==> src/rtl/irq_trap_controller.sv <==
// Machine-mode interrupt controller: owns mstatus.MIE/MPIE, mie and mip, synchronises and
// prioritises interrupt sources, and holds a trap request until the core acknowledges it.
module irq_trap_controller #(
  parameter int          XLEN         = 64,
  parameter int          SYNC_STAGES  = 2,
  parameter logic [11:0] MSTATUS_ADDR = 12'h300,
  parameter logic [11:0] MIE_ADDR     = 12'h304,
  parameter logic [11:0] MIP_ADDR     = 12'h344
) (
  input  logic            clk,
  input  logic            rst,
  input  logic            irq_ext,
  input  logic            irq_timer,
  input  logic            irq_soft,
  input  logic            csr_we,
  input  logic [11:0]     csr_addr,
  input  logic [XLEN-1:0] csr_wdata,
  output logic [XLEN-1:0] csr_rdata,
  output logic            csr_hit,
  output logic            trap_req,
  output logic [XLEN-1:0] trap_cause,
  input  logic            trap_ack,
  input  logic            mret_valid,
  output logic            irq_pending
);

  typedef enum logic [1:0] {
    IDLE,
    REQ,
    COOLDOWN
  } state_t;

  // Compact interrupt vectors: index 0 = MSI (bit 3), 1 = MTI (bit 7), 2 = MEI (bit 11).
  localparam int MSI = 0;
  localparam int MTI = 1;
  localparam int MEI = 2;

  localparam logic [3:0] CODE_MSI = 4'd3;
  localparam logic [3:0] CODE_MTI = 4'd7;
  localparam logic [3:0] CODE_MEI = 4'd11;

  state_t                 state;
  logic                   mstatus_mie;
  logic                   mstatus_mpie;
  logic [2:0]             mie_q;
  logic                   msip_q;
  logic                   mtip_q;
  logic [SYNC_STAGES-1:0] ext_sync;
  logic [2:0]             mip_bits;
  logic [2:0]             enabled;
  logic [3:0]             next_code;
  logic                   ack_accept;
  logic                   unused_wdata;

  function automatic logic [XLEN-1:0] expand_irq(input logic [2:0] bits);
    logic [XLEN-1:0] v;
    v     = '0;
    v[3]  = bits[MSI];
    v[7]  = bits[MTI];
    v[11] = bits[MEI];
    return v;
  endfunction

  // The last synchroniser stage is the MEIP flop itself, giving SYNC_STAGES edges of latency.
  assign mip_bits    = {ext_sync[SYNC_STAGES-1], mtip_q, msip_q};
  assign enabled     = mip_bits & mie_q;
  assign irq_pending = |enabled;
  assign ack_accept  = (state == REQ) && trap_ack;

  assign unused_wdata = &{1'b0, csr_wdata};

  // NOTE: every variable assigned in always_comb gets a default first so no latch is inferred.
  always_comb begin
    next_code = CODE_MTI;
    if (enabled[MEI])      next_code = CODE_MEI;
    else if (enabled[MSI]) next_code = CODE_MSI;
  end

  always_comb begin
    csr_rdata = '0;
    csr_hit   = 1'b0;
    if (csr_addr == MSTATUS_ADDR) begin
      csr_hit      = 1'b1;
      csr_rdata[3] = mstatus_mie;
      csr_rdata[7] = mstatus_mpie;
    end else if (csr_addr == MIE_ADDR) begin
      csr_hit   = 1'b1;
      csr_rdata = expand_irq(mie_q);
    end else if (csr_addr == MIP_ADDR) begin
      csr_hit   = 1'b1;
      csr_rdata = expand_irq(mip_bits);
    end
  end

  // NOTE: sequential state uses non-blocking assignments so all flops update from pre-edge values.
  always_ff @(posedge clk or negedge rst) begin
    if (!rst) begin
      ext_sync <= '0;
      msip_q   <= 1'b0;
      mtip_q   <= 1'b0;
    end else begin
      ext_sync <= {ext_sync[SYNC_STAGES-2:0], irq_ext};
      msip_q   <= irq_soft;
      mtip_q   <= irq_timer;
    end
  end

  always_ff @(posedge clk or negedge rst) begin
    if (!rst) begin
      mie_q <= '0;
    end else if (csr_we && (csr_addr == MIE_ADDR)) begin
      mie_q <= {csr_wdata[11], csr_wdata[7], csr_wdata[3]};
    end
  end

  // Trap entry beats MRET, which beats a software write of mstatus.
  always_ff @(posedge clk or negedge rst) begin
    if (!rst) begin
      mstatus_mie  <= 1'b0;
      mstatus_mpie <= 1'b0;
    end else if (ack_accept) begin
      mstatus_mpie <= mstatus_mie;
      mstatus_mie  <= 1'b0;
    end else if (mret_valid) begin
      mstatus_mie  <= mstatus_mpie;
      mstatus_mpie <= 1'b1;
    end else if (csr_we && (csr_addr == MSTATUS_ADDR)) begin
      mstatus_mie  <= csr_wdata[3];
      mstatus_mpie <= csr_wdata[7];
    end
  end

  // Once in REQ the cause is frozen; a source that drops yields a spurious trap that software resolves.
  always_ff @(posedge clk or negedge rst) begin
    if (!rst) begin
      state      <= IDLE;
      trap_req   <= 1'b0;
      trap_cause <= '0;
    end else begin
      case (state)
        IDLE: begin
          if (mstatus_mie && irq_pending) begin
            state      <= REQ;
            trap_req   <= 1'b1;
            trap_cause <= {1'b1, {(XLEN-5){1'b0}}, next_code};
          end
        end
        REQ: begin
          if (trap_ack) begin
            state    <= COOLDOWN;
            trap_req <= 1'b0;
          end
        end
        COOLDOWN: begin
          state <= IDLE;
        end
        default: begin
          state    <= IDLE;
          trap_req <= 1'b0;
        end
      endcase
    end
  end

endmodule

==> config.mk <==
export PLATFORM = sky130hd
export DESIGN_NAME = irq_trap_controller
export DESIGN_NICKNAME = d
export VERILOG_FILES = /design/src/rtl/irq_trap_controller.sv
export SDC_FILE = /design/constraint.sdc
export NUM_CORES = 1
export LEC_CHECK = 0
export BUFFER_PORTS_ARGS = -buffer_cell sky130_fd_sc_hd__buf_2
export CELL_PAD_IN_SITES_DETAIL_PLACEMENT = 1
export CELL_PAD_IN_SITES_GLOBAL_PLACEMENT = 2
export CORE_UTILIZATION = 14
export CTS_CLUSTER_DIAMETER = 120
export DETAILED_ROUTE_END_ITERATION = 8
export PLACE_DENSITY = 0.79
export SLEW_MARGIN = 25
export SYNTH_ARGS = -nofsm -noshare
export SYNTH_HDL_FRONTEND = slang
export SYNTH_SLANG_ARGS = --single-unit
==> constraint.sdc <==
create_clock -name clk -period 3.15 [get_ports clk]
set_input_delay 0.945 -clock clk [delete_from_list [all_inputs] [get_ports clk]]
set_output_delay 0.945 -clock clk [all_outputs]
set_load 0.05 [all_outputs]
==> results.yml <==
synth:
  synthesis.area_sq_um: 1648
  seq_area_frac_synth_pct: 22.78
  yosysUniqueCellTypes: 25
  syn_inst: 189
  ys_warn_count: 0
  synth-seq-cells: 15
  avgSynthCellArea_sq_um: 8.719
timing:
  fin_hold_ws_ns: 0.3582
  min_period_over_period_pct: 99.58
  max_freq_mhz: 318.8
  final-hold-violation-count: 0
  finalSetupViolations: 0
  final_max_slew_viol_count: 0
  finalCriticalPeriod_ns: 3.137
  rsz0062_at_grt: "true"
  fin_skew_ns: 0.002616
  fin_setup_tns_ns: 0
placed_design:
  io_buffers: 33
  gp_congestion: 0.6797
  post-dp-hpwl_um: 2426
  place_area_sq_um: 1546
global_route:
  grt_max_degree: 16
  busiest_layer: "met2"
  use_met2_pct: 7.412
  grt_first_pass_wirelength_um: 4008
  first_global_vias: 832
  gr-total-overflow: 0
  grt_use_total_pct: 4.121
  grt_use_met3_pct: 1.482
  grt_use_met1_pct: 4.049
  grt_antenna_before_repair: 2
floorplanning:
  start_util_pct: 14.37
  chipWidth_um: 110.5
  rows: 39
  num_io_pins: 215
  coreArea_sq_um: 11470
  die_h_um: 110.5
  die-area_sq_um: 12210
worst_setup_path:
  cp_common_cell: "buf_6"
  cp.required_ns: 2.20
  crit_cells: 6
  cp.arrival_ns: 2.19
  cp_max_fo: 4
  cpLargestDelayFamily: "simple AND/OR/NAND/NOR gates"
  critical_path_buf_inv_count: 2
  ff2ff_path_depth: 4
  path_cells: "buf_6 -> or4_4 -> nor3_2 -> nand2_2 -> a21oi_2 -> buf_6"
  rrSetupSlack_ns: 1.80
  slowest_delay_ns: 0.55
  cpMaxStageDelayCell: "or4_4"
  endpoint_kind: "output pin"
  crit_path_start_kind: "input port"
  path_class: "in -> out"
clocking:
  clk_latency_ns: 0.25
  ctsLongestPathBuffers: 2
  clockRootBuffer: "clkbuf_16"
  cts_tree: "built"
  htreeDepth: 1
  path_clk_slew_ns: 0.05
  cts_made_buffers: 3
  clock-sinks: 15
  cts_hold_buf: 0
worst_hold_path:
  hold_class: "reg -> reg"
  worst_hold_path.num_cells: 0
finish:
  drive_gt1_share_pct: 23.32
  nets: 308
  layout_common_cells: "conb_1 (120), buf_2 (28), dfrtp_1 (15), nand2_1 (7), buf_6 (5)"
  antenna_cells: 0
  area_growth_pct: 1.063
  design_area_sq_um: 1665
  final_common_cell: "conb_1"
  utilization_pct: 14.52
pwr:
  p_per_area_nw_per_um2: 515.8
  irDropWorstVdd_uv: 189.0
  p_leak_nw: 0.9309
drt:
  post_drt_wl_per_cell_um: 7.454
  drt_iter0_markers: 10
  via_count: 963
  routed_wl_um: 2728
  first_pass_iters: 2
  remaining_drc_errors: 0
  via_per_inst: 2.631
  ant_nets: 0
job:
  cap_viol_max_count: 0
outcome:
  status: "finished clean"
[stage by stage]
| step | setup WS [ns] | instances | total power, mW |
|---|---|---|---|
| after floorplan | -0.08635 | 308 | 0.6987 |
| after detailed placement | -0.2238 | 362 | 0.6138 |
| after CTS | -0.01385 | 366 | 0.8634 |
| after global placement | -0.2093 | 362 | 0.6117 |
| after global routing | -0.05261 | 366 | 0.8864 |
| final | 0.01332 | 366 | 0.8589 |
[report_power, final]
part / switching (mW) / internal, mW / leakage, nW
Sequential: 0.00722 / 0.204 / 0.189
Clock: 0.0758 / 0.169 / 0.0409
Combinational: 0.374 / 0.0284 / 0.701
[worst paths after layout]
path,startpoint,end
worst min-delay path,ext_sync[0],ext_sync[1]
min in group asynchronous,rst,ext_sync[0]
worst min register to register,ext_sync[0],ext_sync[1]
worst max-delay path,csr_addr[1],csr_hit
max in group asynchronous,rst,mtip_q
worst max register to register,state[0],mstatus_mpie
[cells by family (layout without fill, tap and decap cells)]
logic type      Yosys count  count (layout)  share of synthesized area, %
buf+inv                 126              41                         56.49
simple gates             29              29                         10.93
flops                    15              15                         22.78
compound gates           10              10                         3.721
mux                       8               8                         5.846
other cells               1             120                        0.2276
[synth_stat cells]
library cell	instances	area [sq um]
o21ai_0	2	10.01
nand3b_1	1	7.510
mux2_2	1	11.26
mux2i_1	4	40.04
a21oi_1	5	25.02
clkbuf_1	1	3.750
nor2b_1	1	6.260
a32o_1	1	10.01
and3_2	1	7.510
nor2_1	6	22.52
dfrtp_1	15	375.4
mux2_4	3	45.04
nor4b_4	1	23.77
a2111oi_0	1	8.760
buf_4	122	915.9
a22oi_1	1	7.510
conb_1	1	3.750
or4_4	1	11.26
nor3b_1	2	15.01
nand2b_1	2	12.51
and4b_4	1	13.76
nor3_1	4	20.02
inv_1	3	11.26
nand2_1	8	30.03
nor4bb_1	1	10.01
[sequential cells by signal, summed over array words and instances (netlist names)]
name	count
msip_q	1
mtip_q	1
mstatus_mpie	1
trap_req	1
mie_q	3
trap_cause	3
ext_sync	2
mstatus_mie	1
state	2
[routing by layer]
metal / share of wire (%) / wire [um] / up-vias
met2: 52 / 1411 / 84
met3: 12 / 334 / 8
met4: 1.8 / 49 / 4
met5: 0.95 / 26 / -
li1: - / - / 429
met1: 33 / 907 / 438
[cell type report]
type,instances,area (sq um)
clock buffer,3,75.07
tap,143,178.9
fill,1399,9802
multi-input combinational,167,815.8
sequential,15,375.4
timing repair buffer,34,203.9
clock inverter,1,5.005
inverter,3,11.26
[what timing repair did]
action	in CTS	in global routing
buffers inserted	0	0
resized for setup	11	0
setup endpoints to repair	4	4
pin swaps	2	0
(Power assumes the default switching activity.)
